===== src/rtl/seq_event_arbiter.sv =====
// Latches hit pulses from three detector lanes and offers them one at a time on a shared
// valid/ready event channel, arbitrating round-robin; also keeps per-lane hit statistics.
module seq_event_arbiter #(
    parameter int unsigned NUM_LANES = 3,
    parameter int unsigned CNT_W     = 8
) (
    input  logic                 clk,
    input  logic                 reset,
    input  logic [NUM_LANES-1:0] lane_en,
    input  logic [NUM_LANES-1:0] det_pulse,
    input  logic                 ev_ready,
    output logic                 ev_valid,
    output logic [1:0]           ev_lane,
    output logic                 any_hit,
    input  logic [1:0]           cnt_sel,
    output logic [CNT_W-1:0]     cnt_value,
    input  logic                 cnt_clear,
    output logic [NUM_LANES-1:0] ovf_flags
);

    typedef enum logic {StIdle, StOffer} state_t;

    state_t               state;
    logic [NUM_LANES-1:0] pending;
    logic [NUM_LANES-1:0] hit;
    logic [NUM_LANES-1:0] grant_mask;
    logic [NUM_LANES-1:0] ovf_set;
    logic [1:0]           last_grant;
    logic [1:0]           cand1, cand2, cand3, winner;
    logic                 grant;
    logic [CNT_W-1:0]     cnt [NUM_LANES];

    function automatic logic [1:0] next_lane(input logic [1:0] lane);
        return (lane == 2'd2) ? 2'd0 : lane + 2'd1;
    endfunction

    always_comb begin
        hit   = det_pulse & lane_en;
        cand1 = next_lane(last_grant);
        cand2 = next_lane(cand1);
        cand3 = next_lane(cand2);
        if (pending[cand1]) begin
            winner = cand1;
        end else if (pending[cand2]) begin
            winner = cand2;
        end else begin
            winner = cand3;
        end
        grant      = (state == StIdle) && (pending != '0);
        grant_mask = grant ? (NUM_LANES'(1) << winner) : '0;
        // A hit landing on its own lane's grant edge just re-arms the pending bit.
        ovf_set    = hit & pending & ~grant_mask;
    end

    always_ff @(posedge clk or posedge reset) begin
        if (reset) begin
            state      <= StIdle;
            ev_valid   <= 1'b0;
            ev_lane    <= 2'd0;
            last_grant <= 2'd2;
            pending    <= '0;
            any_hit    <= 1'b0;
        end else begin
            any_hit <= |hit;
            pending <= (pending & ~grant_mask) | hit;
            case (state)
                StIdle: begin
                    if (grant) begin
                        ev_lane  <= winner;
                        ev_valid <= 1'b1;
                        state    <= StOffer;
                    end
                end
                StOffer: begin
                    if (ev_ready) begin
                        ev_valid   <= 1'b0;
                        last_grant <= ev_lane;
                        state      <= StIdle;
                    end
                end
                default: state <= StIdle;
            endcase
        end
    end

    always_ff @(posedge clk or posedge reset) begin
        if (reset) begin
            for (int unsigned i = 0; i < NUM_LANES; i++) cnt[i] <= '0;
            ovf_flags <= '0;
        end else if (cnt_clear) begin
            for (int unsigned i = 0; i < NUM_LANES; i++) cnt[i] <= '0;
            ovf_flags <= '0;
        end else begin
            for (int unsigned i = 0; i < NUM_LANES; i++) begin
                if (hit[i] && (cnt[i] != '1)) cnt[i] <= cnt[i] + CNT_W'(1);
            end
            ovf_flags <= ovf_flags | ovf_set;
        end
    end

    always_comb begin
        case (cnt_sel)
            2'd0:    cnt_value = cnt[0];
            2'd1:    cnt_value = cnt[1];
            2'd2:    cnt_value = cnt[2];
            default: cnt_value = '0;
        endcase
    end

endmodule


===== config.mk =====
export PLATFORM = sky130hd
export DESIGN_NAME = seq_event_arbiter
export DESIGN_NICKNAME = d
export VERILOG_FILES = /design/src/rtl/seq_event_arbiter.sv
export SDC_FILE = /design/constraint.sdc
export NUM_CORES = 1
export LEC_CHECK = 0
export ABC_AREA = 1
export CAP_MARGIN = 20
export CELL_PAD_IN_SITES_DETAIL_PLACEMENT = 0
export CELL_PAD_IN_SITES_GLOBAL_PLACEMENT = 1
export CORE_UTILIZATION = 45
export CTS_BUF_LIST = sky130_fd_sc_hd__clkbuf_2
export DETAILED_ROUTE_END_ITERATION = 12
export DONT_BUFFER_PORTS = 1
export HOLD_SLACK_MARGIN = 0.08
export PLACE_DENSITY = 0.88
export SLEW_MARGIN = 0
export SYNTH_ARGS = -nofsm -noshare
export SYNTH_HDL_FRONTEND = slang
export SYNTH_SLANG_ARGS = --single-unit

===== constraint.sdc =====
create_clock -name clk -period 3.9 [get_ports clk]
set_input_delay 0.78 -clock clk [delete_from_list [all_inputs] [get_ports clk]]
set_output_delay 0.78 -clock clk [all_outputs]
set_load 0.1 [all_outputs]

Yosys cells after proc, flatten, opt, wreduce, memory -nomap -nowiden --
Cells that the tools add are included.
Operators by class: add/sub/neg operators 6, magnitude comparators 2, eq/ne operators 10, shifts and indexed selects 1, mux-type cells 22, bitwise operators 8, reductions and logical operators 13
Operators by type and width (number):
- $add 8x1->8 const B | 3
- $mux 24 | 1
- $mux 8 | 3
- $ne 8x8->1 const B | 3
- $pmux 8 s3 | 1
- $and 3x3->3 | 4
- $mux 2 | 5
- $eq 2x2->1 const B | 4
- $add 2x1->2 const B | 3
- $lt 2x3->1 const B | 2
- $mux 1 | 6
- $mux 3 | 2
- $or 3x3->3 | 2
- $reduce_and 2->1 | 3
- $reduce_bool 2->1 | 3
- $bmux 1 s2 | 2
- $logic_and 1x1->1 | 4
- $ne 2x2->1 const B | 2
- $pmux 1 s2 | 2
- $not 3->3 | 1
- $reduce_bool 3->1 | 1
- $reduce_or 3->1 | 1
- $shl 1x2->3 const A | 1
- $eq 2x1->1 const B | 1
- other kinds (2) | 2
Word-level totals: bits in registers 37, input bits 12, output and inout port bits 15

Logic depth before layout (Yosys ltp) --
word-level depth 14, depth in mapped cells 9, gate-level depth less buffers 9

Least setup slack after synthesis --
No wires, ideal clock.
kind input to output, from in cnt_sel[0], to out cnt_value[0], arrival time 2.628 ns, data required time 3.120 ns, path slack 0.492 ns, stages 4, cells stage by stage inv_1 > nor2_1 > inv_1 > o221ai_1
On the way: word-level cells in the longest chain between the ends 2
Ends and longest elaborated chain:
- from (decl) | RTL line 15 | input logic [1:0] cnt_sel,
- $eq 2x2->1 (tied with other cells) | RTL line 102 | case (cnt_sel)
- $pmux 8 s3 * | RTL line 102
- to (decl) | RTL line 16 | output logic [CNT_W-1:0] cnt_value,
Mark *: on every way between the ends. The rest lies on a longest branch, timed or not.

Final worst setup path --
from in cnt_sel[1], to out cnt_value[3]
The elaborated chain is that of the path after synthesis.

==> metrics <==
HPWL after DPL 3380 um; critical-path cell list nor2_1 > nand2_1 > o221ai_2 > buf_4; Initial DRC Count around 100; R2R setup slack between 2000 and 2500 ps; vias in the first global route between 1500 and 2000; drt pass-1 iters 4; setup_tns 0 ps; die area 0.00499 mm^2; WP data arrival 1680 ps; yosys warns 0; Min-Delay Path Class in -> async; Buffers on Ports 0; area leader, netlist dfrtp_1; Final #Nets approximately 300; vias per cell 5.45; DR vias 1803; CTS tree done; Area Overhead vs Synth 9.98%; clock skew 28.4 ps; period utilization around 63%; post-route cell area 0.00233 mm^2; share of the synthesized area in the top cell type between 40 and 50%; GPL Wtd Cong between 0.8 and 0.9; syn avg cell area ~8 um^2; # diodes 0; Rel. slew slack a little under two fifths; clock latency on the worst-skew pair between 300 and 400 ps; CTS Hold Bufs 0; critical path class in -> out; total track usage between 20% and 30%; row cnt 24; commonest cells in the netlist nand2_1 (77), dfrtp_1 (36), inv_1 (26); status complete, no violations; Die W roughly 71 um; EDFF count, synth 0; Clock Root Buffer clkbuf_2; postcts setup bufs 0; GR Overflow Total 0; NetSw 423 uW; Routed Antenna Nets 0; global-route wire length before repair 7900 um; ys async rst share 100%; R2R Path Start cnt[8]; final wirelength 4610 um; H-tree Lvls 2; Critical Path Start Type primary input; Synth Register Bits 37; RSZ-0062 raised after global routing no; WL/cell 13.9 um; # setup viols final 0; Mapped Area approximately 0.0021 mm^2; Worst Setup End Kind primary output; crit path max fanout 8; combinational power share 18.3%; clock power share 18.1%; initial antenna violation count 0; Post-CTS Resized 0; Synth Instances roughly 270; clock transition at the registers of the reported paths 200 ps; Initial Util approximately 48%; Crit path required time 3120 ps; post-synthesis cell type count 37; layout cells sized above 1 16.8%; top-count cell post-synth nand2_1; Reg power frac 63.6%; maximum root-to-sink buffer count 2; Fmax 406 MHz; slowest stage delay, CP 340 ps; clock sinks 37; r2r worst-path depth 8; Placed Area 0.00229 mm^2; max cap viols 0; Critical-path top delay cell nor2_1; largest net degree at the start of global routing 38; Net Sw Frac 44.1%; Worst R2R End cnt[13]; Pleak approximately 0.0011 uW; CP Buf/Inv Count 1; fin crit period 2460 ps; FILL cells 450; Worst-Margin Slew just over 900 ps; Final Max Slew Viols 0; VDD IR-drop max 0.250 mV; post-synthesis sequential area ratio between 40% and 50%; top_reg_cell synth dfrtp_1; internal cell power 536 uW; final hold vios 0; Synth area leaders dfrtp_1 (43%), nand2_1 (14%), nand3_1 (5.4%); Ports 27; CP top delay family simple AND/OR/NAND/NOR gates; drt drc 0; P per Cell Area 412 mW/mm^2; Hold WS approximately 360 ps; core area 0.00444 mm^2; Inserted Clock Buffers 5; Syn Nets 280; Die H 70.6 um
worst reg2reg max path: cells and delay by family (launching register included):
family          cells  cell delay [ps]
compound gates      2              230
fa+ha+maj           1              230
flops               1              440
simple gates        5              630
layout by cell type, fill, tap and decap left out, types with 5 or more instances in the layout:
| cell | count |
|---|---|
| nand3_1 | 23 |
| nand4_1 | 7 |
| xor2_1 | 6 |
| inv_2 | 5 |
| inv_1 | 26 |
| o21ai_0 | 5 |
| o21ai_1 | 10 |
| a21oi_1 | 5 |
| nor2_1 | 19 |
| clkbuf_2 | 7 |
| buf_4 | 8 |
| nand2_1 | 77 |
| dfrtp_1 | 36 |
| o221ai_2 | 6 |
power by group through the flow:
stage / logic [uW] / registers [uW] / clock network [uW]
2_1_floorplan: 145 / 603 / 0
3_3_place_gp: 173 / 614 / 0
3_5_place_dp: 176 / 616 / 0
4_1_cts: 177 / 609 / 181
5_1_grt: 206 / 617 / 199
6_report: 176 / 610 / 173
how the worst max path moves through the flow:
stage | from | endpoint | slack, ps | cells past startpoint
floorplan | cnt_sel[0] | cnt_value[0] | 490 | 4
detailed placement | cnt_sel[1] | cnt_value[3] | 1430 | 4
global placement | cnt_sel[1] | cnt_value[5] | 1450 | 4
global route | cnt_sel[1] | cnt_value[5] | 1300 | 4
CTS | cnt_sel[1] | cnt_value[3] | 1430 | 4
finish | cnt_sel[1] | cnt_value[3] | 1440 | 4
flip-flops by register name, indices dropped and copies added, names as in the netlist:
name,cells
cnt,24
ovf_flags,3
pending,3
ev_lane,2
last_grant,2
any_hit,1
ev_valid,1
state,1
cell type report:
class / instances / area [um^2] / share of cell area, %
inverter: 31 / 116 / 4.99
clock inverter: 1 / 5.00 / 0.215
tap: 52 / 65.1 / 2.79
multi-input combinational: 194 / 1100 / 47.0
timing repair buffer: 9 / 85.1 / 3.65
clock buffer: 7 / 35.0 / 1.50
sequential: 37 / 927 / 39.8
routing by layer:
metal	vias up	global-route usage, %	share of wire (%)
met2	40	31.0	46
met5	-	0	0
met3	11	4.42	3.2
met4	0	6.00	1.8
li1	904	-	-
met1	848	29.0	49
cells by family after synthesis:
kind of cell               count (synthesis)  share of synthesized area, %
muxes                                      1                         0.473
DFF                                       37                          43.8
adders and majority gates                  3                          1.77
and+or+nand+nor                          147                          33.1
buffers and inverters                     34                          6.26
xor gates and xnor gates                   8                          3.31
AOI/OAI and AO/OA                         35                          11.3
metrics by stage:
step	utilization (%)	setup WS, ps	instances	total power [uW]
2_1_floorplan	-	492	265	748
3_3_place_gp	51.5	1450	323	787
3_5_place_dp	51.5	1430	323	793
4_1_cts	52.4	1430	331	967
5_1_grt	52.4	1300	331	1020
6_report	52.4	1440	331	959
No activity file was read; power rests on OpenSTA's default activity.
==> RTL edit 1 (same flow settings) <==
Put one more register stage on the output `ovf_flags`, with the module's reset. The value now appears one clock later. The other outputs are not delayed to match.
--- a/src/rtl/seq_event_arbiter.sv
+++ b/src/rtl/seq_event_arbiter.sv
@@ -19,6 +19,8 @@
 );
 
     typedef enum logic {StIdle, StOffer} state_t;
+
+    logic [NUM_LANES-1:0] ovf_flags_s0;
 
     state_t               state;
     logic [NUM_LANES-1:0] pending;
@@ -86,15 +88,15 @@
     always_ff @(posedge clk or posedge reset) begin
         if (reset) begin
             for (int unsigned i = 0; i < NUM_LANES; i++) cnt[i] <= '0;
-            ovf_flags <= '0;
+            ovf_flags_s0 <= '0;
         end else if (cnt_clear) begin
             for (int unsigned i = 0; i < NUM_LANES; i++) cnt[i] <= '0;
-            ovf_flags <= '0;
+            ovf_flags_s0 <= '0;
         end else begin
             for (int unsigned i = 0; i < NUM_LANES; i++) begin
                 if (hit[i] && (cnt[i] != '1)) cnt[i] <= cnt[i] + CNT_W'(1);
             end
-            ovf_flags <= ovf_flags | ovf_set;
+            ovf_flags_s0 <= ovf_flags_s0 | ovf_set;
         end
     end
 
@@ -107,5 +109,13 @@
         endcase
     end
 
+    always_ff @(posedge clk or posedge reset) begin
+        if (reset) begin
+            ovf_flags <= '0;
+        end else begin
+            ovf_flags <= ovf_flags_s0;
+        end
+    end
+
 endmodule
 
Formal check against the unedited RTL: not equivalent (Yosys sat finds a counterexample within 4 cycles, from zero or initial values and one cycle with reset high).
==> RTL edit 1 against the unedited design <==
Synthesized cell count is 3.8% higher. Worst setup slack worse by 270 ps. Total power is 15% higher. Cell area rose by 5.7%. Sequential cell count rose by 3. Routed wire length decreased by 0.98%. Clock skew decreased by 19 ps. Die area increased by 4.1%. Via count decreased by 1.3%. Area after synthesis up 4.2%.
==> RTL edit 1: results (changes against the unedited design) <==
stage;metric;value;unit;change
placed_design;placedInstanceArea;2390;sq um;+4.5%
global_routing;use_met3;0.0431;;-0.00110
cts;cts_buffer_depth;2;;unchanged
global_routing;track_usage;0.194;;-0.00786
cts;clk_pin_slew_worst_paths;230;ps;+30 ps
sta;hold_ws;348;ps;-7.89 ps
pwr;powerSeq;643;uW;+5.4%
yosys;synth_common_cells;nand2_1, dfrtp_1, inv_1;;
detailed_routing;drt-total-wl;4570;microns;-0.98%
layout;regMostFlops;cnt;;
sta;fmax;366;MHz;-9.8%
detailed_routing;top_layer_used;met4;;
critical_path;rrSetupSlack;2220;ps;-50 ps
critical_path;r2r_start;cnt[17];;
run_status;status;finished clean;;
placed_design;place_inst;346;;+7.1%
sta;tightest_slew;1030;ps;+103 ps
detailed_routing;dr_wl_met3;130;microns;-12%
layout;fin_nets;301;;+2.7%
placed_design;dp_slack;1170;ps;-257 ps
detailed_routing;wire_per_inst;12.9;microns;-7.4%
global_routing;grt.met1_usage;0.264;;-0.0258
pwr;p_sw_frac;0.419;;-0.0227
yosys;synth_area_leaders;dfrtp_1, nand2_1, inv_1;;
pwr;clock_net_power;261;uW;+51%
global_routing;grt_max_degree;41;;+7.9%
pwr;ir_drop;0.000185;V;-26%
pwr;p_leak;0.00112;uW;+0.65%
yosys;syn-num-nets;290;;+3.6%
critical_path;regToRegEndpoint;cnt[21];;
global_routing;grt_use_met2;0.311;;+0.00172
critical_path;critPathArrivalTime;1950;ps;+270 ps
global_routing;grt_pass1_vias;1683;;+0.48%
detailed_routing;vias;1779;;-1.3%
sta;clock_skew;9.42;ps;-19.0 ps
layout;drive_gt1_frac;0.167;;-0.00121
yosys;ys_seq_area_frac;0.454;;+0.0164
yosys;synth_area_per_cell;8.03;sq um;+0.40%
detailed_routing;drt-initial-drc-count;111;;+7.8%
placed_design;gp_congestion;0.846;;+3.2%
pwr;powerDensity;447;nW/um^2;+8.6%
yosys;yosysUniqueCellTypes;32;;-14%
detailed_routing;wl_met1;2210;microns;-1.8%
layout;largest_reg_flops;24;;unchanged
placed_design;place_hpwl;3280;microns;-3.0%
detailed_routing;wl_met2;2170;microns;+2.1%
global_routing;grt_pass1_wl;7730;microns;-2.1%
RTL edit 1: cell count changes after synthesis, moves of 2 or more:
| cell | before | now |
|---|---|---|
| o21ai_0 | 5 | 11 |
| inv_1 | 26 | 35 |
| a21oi_1 | 5 | 7 |
| nand3b_1 | 4 | 2 |
| nor2_1 | 19 | 23 |
| o21ai_2 | 3 | 9 |
| nand4_1 | 7 | 5 |
| nand2_2 | 2 | 5 |
| nand3_1 | 23 | 21 |
| inv_2 | 5 | 1 |
| dfrtp_1 | 36 | 39 |
| o21ai_1 | 10 | 2 |
| nand2_1 | 77 | 73 |
| nand3_2 | 2 | 4 |
RTL edit 1: area by class of cell:
type / instances / area [sq um]
Fill cell: 452 / 2260
Multi-Input combinational cell: 195 / 1080
Sequential cell: 40 / 1000
Inverter: 36 / 135
Timing Repair Buffer: 8 / 95.1
Tap cell: 67 / 83.8
Clock inverter: 3 / 46.3
Clock buffer: 5 / 25.0
RTL edit 1: how the worst max path moves through the flow:
stage	from	endpoint	depth (start not counted)
after floorplan	cnt_sel[0]	cnt_value[0]	4
after global placement	cnt_sel[1]	cnt_value[2]	3
after detailed placement	cnt_sel[1]	cnt_value[2]	3
after CTS	cnt_sel[1]	cnt_value[2]	3
after global routing	cnt_sel[1]	cnt_value[2]	3
final	cnt_sel[1]	cnt_value[2]	3
RTL edit 1: cells by family (layout without fill, tap and decap cells):
logic type | after synthesis | count (layout) | share of synthesized area
xor gates and xnor gates | 8 | 8 | 0.0317
adders and majority gates | 3 | 3 | 0.0170
AOI/OAI and AO/OA | 41 | 41 | 0.131
DFF | 40 | 40 | 0.454
and+or+nand+nor | 143 | 143 | 0.294
buffers and inverters | 40 | 52 | 0.0726
RTL edit 1: critical path: stages:
cell and delay [ps]:
nor2_1 360, nand2_1 90, nand3_1 720
==> RTL edit 2 (config.mk and constraints unchanged) <==
Made on the original files. The parameter `NUM_LANES` goes from 3 to 5.
--- a/src/rtl/seq_event_arbiter.sv
+++ b/src/rtl/seq_event_arbiter.sv
@@ -1,7 +1,7 @@
 // Latches hit pulses from three detector lanes and offers them one at a time on a shared
 // valid/ready event channel, arbitrating round-robin; also keeps per-lane hit statistics.
 module seq_event_arbiter #(
-    parameter int unsigned NUM_LANES = 3,
+    parameter int unsigned NUM_LANES = 5,
     parameter int unsigned CNT_W     = 8
 ) (
     input  logic                 clk,
Ports: changed (resized det_pulse, lane_en and ovf_flags); port bits go from 27 to 33. No check against the original RTL was run, so the function may have changed too.
==> RTL edit 2 against the unedited design <==
Area after synthesis rose by 7.7%. Register-to-register slack improved by 50 ps. Worst setup slack got worse by 53 ps. Routed wire length rose by 0.80%. Cell area rose by 8.1%. Sequential cell count rose by 4. Clock skew fell by 14 ps. Total power rose by 20%.
==> RTL edit 2: results (changes against the unedited design) <==
stage;metric;value;unit;change
run_status;status;finished clean;;
global_routing;grt_pass1_vias;1755;;+4.8%
yosys;ys_seq_area_frac;0.450;;+0.0127
pwr;ir_drop;0.000264;V;+5.6%
placed_design;place_hpwl;3490;microns;+3.2%
global_routing;grt_max_degree;42;;+11%
detailed_routing;vias;1864;;+3.4%
critical_path;critPathMaxFanout;7;;-1
critical_path;slowest_stage;o211ai_1;;
pwr;clock_net_power;183;uW;+6%
sta;tightest_slew;902;ps;-22.5 ps
yosys;syn-num-nets;315;;+13%
global_routing;track_usage;0.202;;about the same
pwr;combPwrFrac;0.223;;+0.040
yosys;synth_area_leaders;dfrtp_1, nand2_1, inv_1;;
yosys;synthAdderAreaFrac;0.0165;;-0.00126
layout;reg.largest.list;cnt x24, ovf_flags x5, pending x5;;
pwr;internal_power;610;uW;+14%
detailed_routing;drt-total-wl;4650;microns;+0.80%
yosys;synth_compound_area_frac;0.132;;+0.0182
placed_design;gp_congestion;0.767;;-6.4%
sta;clock_skew;14.8;ps;-13.7 ps
placed_design;placedInstanceArea;2480;sq um;+8.2%
critical_path;critPathArrivalTime;1740;ps;+60 ps
yosys;synth_common_cells;nand2_1, inv_1, dfrtp_1;;
-- RTL edit 2: cell count changes after synthesis, moves of 7 or more --
cell	before	now
a21oi_1	5	12
inv_1	26	41
nand2_2	2	10
nor2_1	19	32
-- RTL edit 2: worst paths after layout --
check                           startpoint            to  slack (ps)  cells past startpoint
worst max register to register     cnt[25]       cnt[28]        2320                      8
worst max-delay path            cnt_sel[0]  cnt_value[7]        1380                      5
worst min-delay path                 reset       any_hit         350                      2
min in group clk                 cnt_clear  ovf_flags[0]         410                      1
max in group asynchronous            reset       cnt[18]        3170                      2
worst min register to register  pending[3]    pending[3]         500                      2
-- RTL edit 2: worst reg2reg max path: stages, from the launching register on --
cell and delay (ps):
dfrtp_1 430, ha_1 250, nand2_2 80, nor3_2 270, a21oi_4 150, clkinv_4 90
nand2_8 80, nand2_2 100, o21ai_2 50
-- RTL edit 2: metrics by stage --
| stage | instances | hold slack (ps) | total power (uW) |
|---|---|---|---|
| detailed placement | 369 | 461 | 978 |
| finish | 377 | 354 | 1150 |
| global route | 377 | 348 | 1230 |
| floorplan | 296 | 434 | 914 |
| global placement | 369 | 457 | 971 |
| CTS | 377 | 353 | 1160 |
-- RTL edit 2: layout make-up --
cell class,count,area (sq um)
fillers,483,2270
multi-input cells,206,1100
flip-flops and latches,41,1030
inverters,46,178
repair buffers,9,87.6
well taps,67,83.8
clock buffers,6,30.0
clock inverters,2,10.0
-- RTL edit 2: routing by layer --
metal	part of all wire	vias to the layer above	GRT usage
met5	0	-	0
met4	0.012	0	0.0588
met3	0.034	5	0.0414
met2	0.45	33	0.312
met1	0.50	855	0.287
li1	-	971	-
-- RTL edit 2: logic make-up after synthesis --
kind of cell	after synthesis
AOI/OAI and AO/OA	46
and+or+nand+nor	152
DFF	41
xor gates and xnor gates	5
buffers and inverters	49
adders and majority gates	3
